--- src/rtl/uart_pkg.sv ---
// Shared UART package: FSM state encoding, default line constants, bit-timer helper.
// UART_RX_PARITY_EN adds the S_PARITY state.
package uart_pkg;

    localparam int C_CLKFREQ  = 100_000_000;
    localparam int C_BAUDRATE = 10_000_000;
    localparam int C_STOPBIT  = 2;
    localparam int C_DBITS    = 10;

    typedef enum logic [2:0] {
        S_IDLE,
        S_START,
        S_DATA,
`ifdef UART_RX_PARITY_EN
        S_PARITY,
`endif
        S_STOP
    } state_t;

    function automatic int bit_timer_lim(input int clkfreq, input int baudrate);
        return clkfreq / baudrate;
    endfunction

endpackage

--- src/rtl/uart_rx_sync.sv ---
// Two-flop synchronizer for the serial line.
// Both flops reset to the idle-high line level.
module uart_rx_sync (
    input  logic clk,
    input  logic rst,
    input  logic d,
    output logic q
);

    logic meta;

    always_ff @(posedge clk or posedge rst) begin
        if (rst) begin
            meta <= 1'b1;
            q    <= 1'b1;
        end else begin
            meta <= d;
            q    <= meta;
        end
    end

endmodule

--- src/rtl/uart_rx.sv ---
// UART receiver: start/data/stop sampling at bit centres, LSB first.
// Define UART_RX_PARITY_EN to expect an even-parity bit and drive parity_err_o.
module uart_rx
    import uart_pkg::*;
#(
    parameter int c_clkfreq  = C_CLKFREQ,
    parameter int c_baudrate = C_BAUDRATE,
    parameter int c_stopbit  = C_STOPBIT,
    parameter int gonbitsys  = C_DBITS
) (
    input  logic                 clk,
    input  logic                 rst,
    input  logic                 rx_i,
    output logic [gonbitsys-1:0] dout_o,
    output logic                 rx_done_tick_o,
    output logic                 frame_err_o
`ifdef UART_RX_PARITY_EN
    ,
    output logic                 parity_err_o
`endif
);

    localparam int c_bittimerlim = bit_timer_lim(c_clkfreq, c_baudrate);

    localparam logic [15:0] LIM_END  = 16'(c_bittimerlim - 1);
    localparam logic [15:0] HALF_END = 16'(c_bittimerlim / 2 - 1);
    localparam logic [7:0]  DATA_END = 8'(gonbitsys - 1);
    localparam logic [7:0]  STOP_END = 8'(c_stopbit - 1);

    logic rx_s;
    logic rx_prev;

    state_t                 state, state_n;
    logic [15:0]            timer, timer_n;
    logic [7:0]             bit_cnt, cnt_n;
    logic [gonbitsys-1:0]   shreg, shreg_n;
    logic                   stop_err, stop_err_n;
    logic [gonbitsys-1:0]   dout_n;
    logic                   tick_n;
    logic                   ferr_n;
`ifdef UART_RX_PARITY_EN
    logic                   par_bad, par_bad_n;
    logic                   perr_n;
`endif

    uart_rx_sync u_sync (
        .clk (clk),
        .rst (rst),
        .d   (rx_i),
        .q   (rx_s)
    );

    always_ff @(posedge clk or posedge rst) begin
        if (rst) begin
            state          <= S_IDLE;
            timer          <= '0;
            bit_cnt        <= '0;
            shreg          <= '0;
            stop_err       <= 1'b0;
            rx_prev        <= 1'b1;
            dout_o         <= '0;
            rx_done_tick_o <= 1'b0;
            frame_err_o    <= 1'b0;
`ifdef UART_RX_PARITY_EN
            par_bad        <= 1'b0;
            parity_err_o   <= 1'b0;
`endif
        end else begin
            state          <= state_n;
            timer          <= timer_n;
            bit_cnt        <= cnt_n;
            shreg          <= shreg_n;
            stop_err       <= stop_err_n;
            rx_prev        <= rx_s;
            dout_o         <= dout_n;
            rx_done_tick_o <= tick_n;
            frame_err_o    <= ferr_n;
`ifdef UART_RX_PARITY_EN
            par_bad        <= par_bad_n;
            parity_err_o   <= perr_n;
`endif
        end
    end

    always_comb begin
        state_n    = state;
        timer_n    = timer;
        cnt_n      = bit_cnt;
        shreg_n    = shreg;
        stop_err_n = stop_err;
        dout_n     = dout_o;
        tick_n     = 1'b0;
        ferr_n     = frame_err_o;
`ifdef UART_RX_PARITY_EN
        par_bad_n  = par_bad;
        perr_n     = parity_err_o;
`endif
        unique case (state)
            S_IDLE: begin
                // only a real 1->0 transition starts a frame
                if (rx_prev && !rx_s) begin
                    state_n = S_START;
                    timer_n = '0;
                end
            end
            S_START: begin
                if (timer == HALF_END) begin
                    timer_n    = '0;
                    cnt_n      = '0;
                    stop_err_n = 1'b0;
                    state_n    = rx_s ? S_IDLE : S_DATA;
                end else begin
                    timer_n = timer + 16'd1;
                end
            end
            S_DATA: begin
                if (timer == LIM_END) begin
                    timer_n = '0;
                    shreg_n = {rx_s, shreg[gonbitsys-1:1]};
                    if (bit_cnt == DATA_END) begin
                        cnt_n   = '0;
`ifdef UART_RX_PARITY_EN
                        state_n = S_PARITY;
`else
                        state_n = S_STOP;
`endif
                    end else begin
                        cnt_n = bit_cnt + 8'd1;
                    end
                end else begin
                    timer_n = timer + 16'd1;
                end
            end
`ifdef UART_RX_PARITY_EN
            S_PARITY: begin
                if (timer == LIM_END) begin
                    timer_n   = '0;
                    par_bad_n = (^shreg) ^ rx_s;
                    state_n   = S_STOP;
                end else begin
                    timer_n = timer + 16'd1;
                end
            end
`endif
            S_STOP: begin
                if (timer == LIM_END) begin
                    timer_n    = '0;
                    stop_err_n = stop_err | ~rx_s;
                    if (bit_cnt == STOP_END) begin
                        dout_n  = shreg;
                        ferr_n  = stop_err | ~rx_s;
                        tick_n  = 1'b1;
                        cnt_n   = '0;
                        state_n = S_IDLE;
`ifdef UART_RX_PARITY_EN
                        perr_n  = par_bad;
`endif
                    end else begin
                        cnt_n = bit_cnt + 8'd1;
                    end
                end else begin
                    timer_n = timer + 16'd1;
                end
            end
            default: state_n = S_IDLE;
        endcase
    end

endmodule

--- config.mk ---
export PLATFORM = sky130hd
export DESIGN_NAME = uart_rx
export DESIGN_NICKNAME = d
export VERILOG_FILES = /design/src/rtl/uart_pkg.sv /design/src/rtl/uart_rx_sync.sv /design/src/rtl/uart_rx.sv
export SDC_FILE = /design/constraint.sdc
export NUM_CORES = 1
export LEC_CHECK = 0
export CAP_MARGIN = 0
export CORE_UTILIZATION = 35
export CTS_CLUSTER_DIAMETER = 120
export CTS_CLUSTER_SIZE = 16
export DETAILED_ROUTE_END_ITERATION = 16
export MAX_ROUTING_LAYER = met4
export SLEW_MARGIN = 20
export SYNTH_ARGS = -nofsm -noshare
export SYNTH_HDL_FRONTEND = slang
export SYNTH_SLANG_ARGS = --single-unit
--- constraint.sdc ---
create_clock -name clk -period 2.5 [get_ports clk]
set_input_delay 0.5 -clock clk [delete_from_list [all_inputs] [get_ports clk]]
set_output_delay 0.5 -clock clk [all_outputs]
set_load 0.1 [all_outputs]
# Yosys cells after proc, flatten, opt, wreduce, memory -nomap -nowiden
# Cells that the tools add are included.
word_totals:
  out_inout_bits: 12
  reg_bits: 53
  elab_cells: 65
  input_bits: 3
classes:
  reduce_logical: 13
  eq_ne: 13
  n_bitwise: 2
  add_sub_neg: 2
  muxes: 24
op_table:
  columns: ["op", "n"]
  rows:
  - ["two-way mux 16 bit", 3]
  - ["one-hot mux 16 bit (3 select lines)", 1]
  - ["two-way mux 8 bit", 5]
  - ["one-hot mux 8 bit (3 select lines)", 1]
  - ["two-way mux 3 bit", 6]
  - ["adder 16 x 1 -> 16 bit (second input constant)", 1]
  - ["== test 16 x 3 -> 1 bit (second input constant)", 1]
  - ["== test 16 x 4 -> 1 bit (second input constant)", 1]
  - ["!= test 2 bit (second input constant)", 6]
  - ["one-hot mux 3 bit (4 select lines)", 1]
  - ["adder 8 x 1 -> 8 bit (second input constant)", 1]
  - ["== test 8 x 1 -> 1 bit (second input constant)", 1]
  - ["== test 8 x 4 -> 1 bit (second input constant)", 1]
  - ["== test 3 x 2 -> 1 bit (second input constant)", 2]
  - ["AND reduction 3 bit", 2]
  - ["AND reduction 6 bit", 1]
  - ["nonzero test 3 bit", 2]
  - ["two-way mux 1 bit", 5]
  - ["AND reduction 2 bit", 2]
  - ["AND reduction 4 bit", 1]
  - ["== test 3 x 1 -> 1 bit (second input constant)", 1]
  - ["logical NOT 3 bit", 1]
  - ["two-way mux 2 bit", 1]
  - ["one-hot mux 1 bit (2 select lines)", 1]
  - ["other kinds (6)", 6]

# Longest topological paths before layout
depth:
  depth_word: 4
  mapped_depth: 8
  depth_no_buf: 7

# Cells and area by module
# From an unflattened synthesis, not the netlist that was laid out.
unflattened:
  cells_unflattened: 242
  area_unflattened_um2: 2698.8
by_module_without_submodules:
  columns: ["mod", "seq_area_each_um2", "area_per_inst_um2", "cells_per_inst", "instances"]
  rows:
  - ["uart_rx", 1252.5, 2642.5, 239, 1]
  - ["uart_rx_sync", 52.6, 56.3, 3, 1]

# Worst setup path after synthesis
# OpenSTA, ideal clock, no wires.
synth_timing:
  path_kind: "register to register"
  from: "register timer[6]"
  to: "register dout_o[0]"
  t_arrival_ns: 2.213
  setup_ns: 0.125
  n_path_buf: 1
  stages_incl_launch_ff: 6
  slack_ns: 0.161
  period_less_slack_ns: 2.339
  required_time_ns: 2.375
  path_cell_list: "dfrtp_1 or4_4 or3_4 nor3_2 buf_4 mux2_2"
synth_via:
  elab_chain_cells: 2
synth_rtl:
  columns: ["element", "line_no", "text"]
  rows:
  - ["start: declaration", "uart_rx.sv:34", "logic [15:0] timer, timer_n;"]
  - ["start signal: assignment", "uart_rx.sv:70", "timer <= timer_n;"]
  - ["== test 16 x 4 -> 1 bit", "uart_rx.sv:146", "if (timer == LIM_END) begin"]
  - ["AND reduction 3 bit (no source line)", null, null]
  - ["end signal: assignment", "uart_rx.sv:75", "dout_o <= dout_n;"]
  - ["end: declaration", "uart_rx.sv:14", "output logic [gonbitsys-1:0] dout_o,"]
# No other way between the ends.
# A chain may end at the register's enable or synchronous reset.

# Final worst setup path
layout_timing:
  from: "register timer[11]"
  to: "register shreg[0]"
layout_via:
  elab_chain_cells: 2
layout_rtl:
  columns: ["element", "line_no", "text"]
  rows:
  - ["== test 16 x 4 -> 1 bit", "uart_rx.sv:117", "if (timer == LIM_END) begin"]
  - ["AND reduction 2 bit (no source line)", null, null]
  - ["end signal: assignment", "uart_rx.sv:72", "shreg <= shreg_n;"]
  - ["end: declaration", "uart_rx.sv:36", "logic [gonbitsys-1:0] shreg, shreg_n;"]
# No other way between the ends.

==> qor.yml <==
status: "finished, final reports clean"
crit_top_cell: "or3_4"
finClkSkew_ns: 0.00857
dieHeight_um: 87.2
wl_um: 4800
p_seq_frac: 0.466
min_period_ns: 2.37
comb_power_share: 0.299
drt_iter0_drc: 105
yosysSeqAreaShare: 0.514
netSwitchingPower_uw: 858
p_int_mw: 1.39
routedWlPerCell_um: 13.8
syn_area_sq_um: 2540
cts_post_setup_buffers_inserted: 0
syn_area_per_cell_sq_um: 11.0
max_stage_delay_ns: 0.59
clock-sinks: 52
ant_nets: 0
totalNegativeSetupSlack_ns: 0
worst_setup_path_start_kind: "flop"
syn_nets: 239
slew_viol_final: 0
path_class: "reg -> reg"
peakVddDrop_uv: 272
drive_above_1_share: 0.227
grt_setup_unrepaired: "no"
synthCells: 231
holdBufCountCts: 0
clk_pin_slew_ns: 0.10
gp_congestion: 0.787
htreeDepth: 2
die_x_um: 87.2
p_per_area_nw_per_um2: 782
critical_path_required_ns: 2.71
dp_cells: 339
dieArea_sq_um: 7610
synth_seq_cells: 52
leakagePower_nw: 1.31
clk_latency_ns: 0.32
portBuffers: 14
synth_ff_type: "dfrtp_1"
via_count: 1776
cts_buffers: 5
fmax_ghz: 0.422
grt_antenna_before_repair: 0
dr.pass1.iters: 4
ys_async_sr_fraction: 1.00
synth_edf_count: 0
cpMaxStageDelayCell: "or4_1"
cts_tree: "built"
fin_nets: 258
vias_per_cell: 5.12
fin_cells: 347
ios: 15
cp-end-kind: "flop"
hold_path.class: "reg -> reg"
cts-resized-gates: 0
setup_viol: 0
gr-total-overflow: 0
fp-row-count: 30
period_share: 0.947
grt_pass1_wl_um: 8540
tightest_slew_ns: 0.809
grt_max_degree: 33
grt_util_all_layers: 0.152
maxCapViolations: 0
place_hpwl_um: 3380
clockBufferDepth: 2
synth_cell_type_count: 52
core_sq_um: 6910
grt_pass1_vias: 1755
cp.arrival_ns: 2.58
final_cell_mix: "49 x dfrtp_1, 22 x o21ai_0, 17 x nand2_1"
drc_errors: 0
hold_viol_final: 0
final_common_cell: "dfrtp_1"
diodes: 0
path_max_fanout: 11
relSlewSlack: 0.459
cp_cell_sequence: "or4_1 > or3_4 > or3_4 > mux2_4"
yosys_warnings: 0
initial_core_util: 0.368
cts_root_buffer: "clkbuf_8"
p_sw_frac: 0.381
p_clk_frac: 0.235
area_growth_pct: 13.3
-- area by class of cell --
type	instances	area, sq um
multi-input cells	158	1140
flip-flops and latches	52	1310
well taps	96	120
clock buffers	5	68.8
repair buffers	19	160
inverters	14	52.6
fillers	685	4030
clock inverters	3	28.8
-- critical path, delay by kind of cell (launching register included) --
kind	cells	cell delay [ns]
simple gates	3	1.51
flops	1	0.43
mux	1	0.32
-- sequential cells by signal, indices dropped and copies added, names as in the netlist --
name and cells:
shreg 10, rx_prev 1, rx_done_tick_o 1, bit_cnt 8
stop_err 1, frame_err_o 1, dout_o 10, u_sync.q 1
timer 16, u_sync.meta 1, state 2
-- power groups by stage --
stage / sequential, mW / clock [mW] / combinational [mW]
3_3_place_gp: 1.06 / 0 / 0.665
6_report: 1.05 / 0.529 / 0.673
4_1_cts: 1.05 / 0.547 / 0.678
3_5_place_dp: 1.07 / 0 / 0.675
2_1_floorplan: 1.08 / 0 / 0.493
5_1_grt: 1.07 / 0.575 / 0.764
-- stage by stage --
step / hold slack [ns] / utilization / cell area [sq um] / power (mW) / setup WS, ns
2_1_floorplan: 0.345 / - / 2540 / 1.57 / 0.161
3_3_place_gp: 0.347 / 0.403 / 2780 / 1.73 / 0.166
3_5_place_dp: 0.348 / 0.403 / 2780 / 1.74 / 0.111
4_1_cts: 0.363 / 0.417 / 2880 / 2.27 / 0.128
5_1_grt: 0.366 / 0.417 / 2880 / 2.41 / 0.00497
6_report: 0.361 / 0.417 / 2880 / 2.25 / 0.132
-- kinds of logic after synthesis --
kind of cell	count (synthesis)	synth area share
adders and majority gates	5	0.0246
buffers and inverters	21	0.0364
AOI/OAI and AO/OA	52	0.145
DFF	52	0.514
xor gates and xnor gates	4	0.0138
and+or+nand+nor	77	0.167
muxes	20	0.100
-- synthesized netlist by cell type (3+ instances only) --
cell      number  area, sq um
mux2_4         8          120
nand3_1        7         35.0
nor2b_1        4         25.0
a22o_1         4         35.0
nor4_1         3         18.8
a21oi_1        5         25.0
a31oi_1        3         18.8
or2_2          3         18.8
o21ai_0       22          110
dfstp_2        3         78.8
a21o_1         3         22.5
dfrtp_1       49         1230
clkbuf_1       3         11.3
nand4_1        7         43.8
or3_1          4         25.0
inv_1         14         52.6
nand2_1       17         63.8
mux2_2        11          124
nor2_1        15         56.3
ha_1           5         62.6
-- layer usage --
layer	wire length, um	GRT usage	vias to the layer above
li1	-	-	878
met1	2470	0.204	870
met2	2120	0.228	22
met3	160	0.0398	6
met4	53	0.0402	0
met5	0	-	-
-- path summary, 6_finish.rpt --
kind	from	slack [ns]	endpoint	depth (start not counted)
worst max-delay path	timer[11]	0.13	shreg[0]	4
worst min-delay path	u_sync.meta	0.36	u_sync.q	0
worst max register to register	timer[11]	0.13	shreg[0]	4
worst min register to register	u_sync.meta	0.36	u_sync.q	0
max in group asynchronous	rst	1.38	u_sync.meta	3
min in group asynchronous	rst	0.51	dout_o[4]	2
(Power assumes the default switching activity.)
